<file path="src/rtl/mul_iter_acc_if.sv">
// Request/response bundle between the EX stage
// and the iterative multiply/accumulate unit.
interface mul_iter_acc_if #(
  parameter int WIDTH = 32
);
  logic               start_i;
  logic               annul_i;
  logic               signed_i;
  logic [1:0]         mode_i;
  logic [WIDTH-1:0]   op1_i;
  logic [WIDTH-1:0]   op2_i;
  logic [2*WIDTH-1:0] acc_i;
  logic               busy_o;
  logic               ready_o;
  logic [2*WIDTH-1:0] result_o;

  modport master (
    output start_i, annul_i, signed_i, mode_i,
    output op1_i, op2_i, acc_i,
    input  busy_o, ready_o, result_o
  );

  modport slave (
    input  start_i, annul_i, signed_i, mode_i,
    input  op1_i, op2_i, acc_i,
    output busy_o, ready_o, result_o
  );
endinterface

</file>
<file path="src/rtl/mul_iter_acc.sv">
// Iterative MULT/MADD/MSUB unit: magnitude shift-add,
// sign fix-up and accumulate in a final cycle.
module mul_iter_acc #(
  parameter int WIDTH          = 32,
  parameter int BITS_PER_CYCLE = 2
) (
  input logic           clk,
  input logic           rst,
  mul_iter_acc_if.slave bus
);
  localparam int N  = WIDTH / BITS_PER_CYCLE;
  localparam int CW = $clog2(N + 1);
  localparam int W2 = 2 * WIDTH;

  localparam logic [1:0] IDLE = 2'd0;
  localparam logic [1:0] CALC = 2'd1;
  localparam logic [1:0] FIX  = 2'd2;

  logic [1:0]       state;
  logic [W2-1:0]    mcand;
  logic [WIDTH-1:0] mplier;
  logic [W2-1:0]    prod;
  logic [W2-1:0]    acc;
  logic [CW-1:0]    cnt;
  logic             neg;
  logic [1:0]       mode;
  logic             ready;
  logic [W2-1:0]    result;

  logic [WIDTH-1:0] mag1;
  logic [WIDTH-1:0] mag2;
  logic [W2-1:0]    part;
  logic [W2-1:0]    p;
  logic [W2-1:0]    fix_val;
  logic             accept;
  logic             zero_op;
  logic             last;

  always_comb begin
    mag1 = bus.op1_i;
    mag2 = bus.op2_i;
    if (bus.signed_i && bus.op1_i[WIDTH-1])
      mag1 = -bus.op1_i;
    if (bus.signed_i && bus.op2_i[WIDTH-1])
      mag2 = -bus.op2_i;
    accept  = bus.start_i && !bus.annul_i;
    zero_op = (bus.op1_i == '0) ||
              (bus.op2_i == '0);
    part = mcand *
      W2'(mplier[BITS_PER_CYCLE-1:0]);
    last = (cnt == CW'(N - 1));
    p = neg ? -prod : prod;
    unique case (mode)
      2'b01:   fix_val = acc + p;
      2'b10:   fix_val = acc - p;
      default: fix_val = p;
    endcase
  end

  always_ff @(posedge clk) begin
    if (rst) begin
      state  <= IDLE;
      mcand  <= '0;
      mplier <= '0;
      prod   <= '0;
      acc    <= '0;
      cnt    <= '0;
      neg    <= 1'b0;
      mode   <= 2'b00;
      ready  <= 1'b0;
      result <= '0;
    end else begin
      ready <= 1'b0;
      unique case (state)
        IDLE: begin
          if (accept) begin
            mode   <= bus.mode_i;
            acc    <= bus.acc_i;
            mcand  <= W2'(mag1);
            mplier <= mag2;
            neg    <= bus.signed_i &
                      (bus.op1_i[WIDTH-1] ^
                       bus.op2_i[WIDTH-1]);
            prod   <= '0;
            cnt    <= '0;
            state  <= zero_op ? FIX : CALC;
          end
        end
        CALC: begin
          if (bus.annul_i) begin
            state <= IDLE;
          end else begin
            prod   <= prod + part;
            mcand  <= mcand << BITS_PER_CYCLE;
            mplier <= mplier >> BITS_PER_CYCLE;
            cnt    <= cnt + CW'(1);
            if (last)
              state <= FIX;
          end
        end
        FIX: begin
          if (!bus.annul_i) begin
            result <= fix_val;
            ready  <= 1'b1;
          end
          state <= IDLE;
        end
        default: state <= IDLE;
      endcase
    end
  end

  assign bus.busy_o   = (state != IDLE);
  assign bus.ready_o  = ready;
  assign bus.result_o = result;
endmodule

</file>
<file path="src/flat_wrapper.sv">
// flat-port wrapper written by rule: the top's interface ports become plain ports
module mul_iter_acc_flat 
#(
  parameter int WIDTH          = 32,
  parameter int BITS_PER_CYCLE = 2
)
  (clk, rst, bus_start_i, bus_annul_i, bus_signed_i, bus_mode_i, bus_op1_i, bus_op2_i, bus_acc_i, bus_busy_o, bus_ready_o, bus_result_o);
  mul_iter_acc_if #(.WIDTH(WIDTH)) bus_i ();
  input logic clk;
  input logic rst;
  input wire logic [$bits(bus_i.start_i)-1:0] bus_start_i;
  input wire logic [$bits(bus_i.annul_i)-1:0] bus_annul_i;
  input wire logic [$bits(bus_i.signed_i)-1:0] bus_signed_i;
  input wire logic [$bits(bus_i.mode_i)-1:0] bus_mode_i;
  input wire logic [$bits(bus_i.op1_i)-1:0] bus_op1_i;
  input wire logic [$bits(bus_i.op2_i)-1:0] bus_op2_i;
  input wire logic [$bits(bus_i.acc_i)-1:0] bus_acc_i;
  output wire logic [$bits(bus_i.busy_o)-1:0] bus_busy_o;
  output wire logic [$bits(bus_i.ready_o)-1:0] bus_ready_o;
  output wire logic [$bits(bus_i.result_o)-1:0] bus_result_o;
  assign bus_i.start_i = bus_start_i;
  assign bus_i.annul_i = bus_annul_i;
  assign bus_i.signed_i = bus_signed_i;
  assign bus_i.mode_i = bus_mode_i;
  assign bus_i.op1_i = bus_op1_i;
  assign bus_i.op2_i = bus_op2_i;
  assign bus_i.acc_i = bus_acc_i;
  assign bus_busy_o = bus_i.busy_o;
  assign bus_ready_o = bus_i.ready_o;
  assign bus_result_o = bus_i.result_o;
  mul_iter_acc #(.WIDTH(WIDTH), .BITS_PER_CYCLE(BITS_PER_CYCLE)) u_core (.clk(clk), .rst(rst), .bus(bus_i));
endmodule
</file>
<file path="config.mk">
export PLATFORM = sky130hd
export DESIGN_NAME = mul_iter_acc_flat
export DESIGN_NICKNAME = d
export VERILOG_FILES = /design/src/rtl/mul_iter_acc_if.sv /design/src/rtl/mul_iter_acc.sv /design/src/flat_wrapper.sv
export SDC_FILE = /design/constraint.sdc
export NUM_CORES = 1
export LEC_CHECK = 0
export CORE_MARGIN = 10
export CORE_UTILIZATION = 49
export DETAILED_ROUTE_END_ITERATION = 7
export HOLD_SLACK_MARGIN = 0.1
export PLACE_DENSITY_LB_ADDON = 0.25
export RECOVER_POWER = 25
export SYNTH_ARGS = -nofsm -noshare
export SYNTH_HDL_FRONTEND = slang
export SYNTH_SLANG_ARGS = --single-unit
export TNS_END_PERCENT = 20
</file>
<file path="constraint.sdc">
create_clock -name clk -period 17.4 [get_ports clk]
set_clock_uncertainty 0.05 [all_clocks]
set_input_delay 5.22 -clock clk [delete_from_list [all_inputs] [get_ports clk]]
set_output_delay 5.22 -clock clk [all_outputs]
set_load 0.01 [all_outputs]
</file>
==> flow_summary.json <==
{
  "ys_top_cells_by_area": "sky130_fd_sc_hd__dfxtp_1 24%, sky130_fd_sc_hd__nand2_1 7.7%, sky130_fd_sc_hd__a21oi_1 7.3%",
  "postRouteAntennaNets": 0,
  "cell_type_with_the_highest_aggregate_area_in_the_netlist": "sky130_fd_sc_hd__dfxtp_1",
  "yosys_warnings": 0,
  "synthesis.nets": 3799,
  "worst_path_largest_cell_delay_ns": 2.50,
  "drt-initial-drc-count": 2321,
  "antenna_found_initial": 0,
  "timing.critical_path.cells": "dlygate4sd3_1, nor2b_1, and2_0, nor2_1, buf_4, buf_4, a22oi_1, nor2_1",
  "timing.final.crit_share": 0.623,
  "syn_avg_cell_area_um2": 7.29,
  "grt_first_pass_wirelength_mm": 118,
  "final_layout_size_suffix_gt1_frac": 0.0361,
  "final_setup_fails": 0,
  "critPathKind": "in2reg",
  "hold_violations": 0,
  "boundaryPins": 201,
  "synth_top_flop_cell": "sky130_fd_sc_hd__dfxtp_1",
  "wirelength_mm": 73.9,
  "tritoncts.num_buffers": 34,
  "area_growth_pct": 13.2,
  "postSynth.asyncResetShare": 0,
  "die_y_um": 247,
  "root_buffer": "sky130_fd_sc_hd__clkbuf_16",
  "final_common_cell": "sky130_fd_sc_hd__nand2_1",
  "inserted_diodes": 0,
  "area_of_combinational_cells_with_multiple_inputs_mm2": 0.0176,
  "synth_seq_area_share": 0.237,
  "most_frequent_cells_in_the_layout": "520 x sky130_fd_sc_hd__nand2_1, 367 x sky130_fd_sc_hd__a21oi_1, 336 x sky130_fd_sc_hd__nor2_1",
  "cts_sinks": 299,
  "setup.worst_path.end_class": "flip-flop",
  "core_area_mm2": 0.0512,
  "grt_start_max_net_pins": 127,
  "data_required_critical_path_ns": 17.80,
  "fin_crit_ns": 10.84,
  "max_freq_mhz": 92.3,
  "io_buffer_count": 200,
  "run_status": "finished, violations left",
  "post-route-drc-count": 0,
  "netlist-cell-type-count": 92,
  "ir_drop_v": 0.0000553,
  "postCtsSetupBuffers": 0,
  "synth-edff-count": 0,
  "tns_ns": 0,
  "n_fill_cell": 5013,
  "tritoncts_clock_tree": "yes",
  "post_cts_resized": 0,
  "final_core_utilization": 0.559,
  "synth_largest_type_area_fraction": 0.237,
  "vias_per_cell": 5.72,
  "final_global_route_overflow_total": 0,
  "violations": "capacitance limit, slew limit",
  "pwr_density_cell_mw_per_mm2": 68.0,
  "seq_area_mm2": 0.00599,
  "timing.max_slew.rel_slack": -1.60,
  "globalRouteTotalUtil": 0.233,
  "insertion_delay_ns": 0.56,
  "drtPass1Iterations": 6,
  "num_vias": 24200,
  "synth_seq_cells": 299,
  "die_area_mm2": 0.0611,
  "start_util": 0.494,
  "post_drt_wl_per_cell_um": 17.5,
  "ctsLongestPathBuffers": 3,
  "setup_repair_after_global_routing_missed_its_margin": "no",
  "critical_path.top_delay_family": "simple AND/OR/NAND/NOR gates",
  "critical_path.n_buffers_inverters": 3,
  "critical_path.max_fanout": 68,
  "cp-start-kind": "primary input",
  "standard_cell_row_count": 83,
  "gp_congestion": 0.979,
  "drv_cap": 6,
  "num-nets-final": 3851,
  "slowest_stage": "sky130_fd_sc_hd__nor2_1",
  "cell_area_after_technology_mapping_mm2": 0.0253,
  "synthesis.instances": 3467,
  "tightest_hold_check_type": "reg2reg",
  "dieWidth_um": 247,
  "slew_viol_final": 383,
  "arrival_worst_endpoint_ns": 11.24,
  "number_of_global_route_vias_before_repair": 21900,
  "power.leakage_nw": 12.1,
  "place.detailed.hpwl_mm": 56.7,
  "max_slew.worst_pin.slew_ns": 3.90,
  "htree_levels": 2,
  "hold_buffers": 0,
  "clk_transition_reported_paths_ns": 0.06
}
-- synth_stat cells (19+ instances only) --
| master | instances |
|---|---|
| sky130_fd_sc_hd__a211oi_1 | 41 |
| sky130_fd_sc_hd__a21o_1 | 81 |
| sky130_fd_sc_hd__a21oi_1 | 367 |
| sky130_fd_sc_hd__a22oi_1 | 111 |
| sky130_fd_sc_hd__a31oi_1 | 34 |
| sky130_fd_sc_hd__and2_1 | 19 |
| sky130_fd_sc_hd__clkbuf_1 | 178 |
| sky130_fd_sc_hd__dfxtp_1 | 299 |
| sky130_fd_sc_hd__fa_1 | 64 |
| sky130_fd_sc_hd__ha_1 | 133 |
| sky130_fd_sc_hd__inv_1 | 238 |
| sky130_fd_sc_hd__nand2_1 | 520 |
| sky130_fd_sc_hd__nand3_1 | 51 |
| sky130_fd_sc_hd__nand4_1 | 42 |
| sky130_fd_sc_hd__nor2_1 | 337 |
| sky130_fd_sc_hd__nor2b_1 | 19 |
| sky130_fd_sc_hd__nor3_1 | 63 |
| sky130_fd_sc_hd__o211ai_1 | 26 |
| sky130_fd_sc_hd__o21ai_0 | 167 |
| sky130_fd_sc_hd__o21bai_1 | 23 |
| sky130_fd_sc_hd__o31ai_1 | 37 |
| sky130_fd_sc_hd__o41ai_1 | 22 |
| sky130_fd_sc_hd__or3_1 | 24 |
| sky130_fd_sc_hd__or4_1 | 19 |
| sky130_fd_sc_hd__xnor2_1 | 189 |
| sky130_fd_sc_hd__xor2_1 | 102 |
-- through the flow --
step | hold WS, ns | setup WS (ns) | cells | instance area (µm²) | power [mW]
5_1_grt | 0.423 | 5.85 | 4224 | 28600 | 2.04
3_5_place_dp | 0.395 | 8.57 | 4163 | 27500 | 1.22
3_3_place_gp | 0.384 | 8.59 | 4163 | 27500 | 1.22
2_1_floorplan | 0.375 | 9.56 | 3467 | 25300 | 1.09
4_1_cts | 0.404 | 9.14 | 4224 | 28600 | 1.96
6_report | 0.397 | 6.56 | 4224 | 28600 | 1.95
-- worst min-delay path, stage by stage, from the launching register on --
cell and delay [ns]:
sky130_fd_sc_hd__dfxtp_1 0.30, sky130_fd_sc_hd__nand2_1 0.05, sky130_fd_sc_hd__a21oi_1 0.05
-- registers in the layout (all words and copies together), names as in the netlist --
name and flops:
u_core.acc 64, u_core.bus.result_o 64, u_core.mcand 64, u_core.prod 64, u_core.mplier 32, u_core.cnt 5, u_core.mode 2, u_core.state 2
u_core.bus.ready_o 1, u_core.neg 1
-- metal layers --
metal  vias up  wire length [µm]  track usage
li1      12200                 -            -
met1     11100             37700        0.357
met2       737             29700        0.331
met3        72              5130       0.0413
met4         0              1260       0.0489
met5         -                 0            0
-- cell type report --
class	count	area share
Clock buffer	45	0.0336
Clock inverter	16	0.00595
Multi-Input combinational cell	2726	0.615
Sequential cell	299	0.209
Timing Repair Buffer	220	0.0747
Inverter	238	0.0312
Tap cell	680	0.0297
-- kinds of logic after synthesis --
logic type / count (synthesis) / synth area share
and+or+nand+nor: 1197 / 0.215
AOI/OAI and AO/OA: 1027 / 0.258
buffers and inverters: 442 / 0.0671
DFF: 299 / 0.237
xor gates and xnor gates: 292 / 0.101
adders and majority gates: 197 / 0.117
muxes: 13 / 0.00520
-- power breakdown --
part | internal [mW] | switching, mW | total, mW
clock network | 0.424 | 0.308 | 0.732
logic | 0.205 | 0.292 | 0.497
registers | 0.703 | 0.0154 | 0.718
-- path summary, 6_finish.rpt --
kind / startpoint / end / slack [ns] / depth (start not counted)
max: bus_annul_i / u_core.prod[16] / 6.56 / 8
min: u_core.bus.result_o[1] / u_core.bus.result_o[1] / 0.40 / 2
max reg2reg: u_core.prod[1] / u_core.bus.result_o[52] / 9.98 / 22
min reg2reg: u_core.bus.result_o[1] / u_core.bus.result_o[1] / 0.40 / 2
Note: power is estimated with default switching activity, not from simulation.
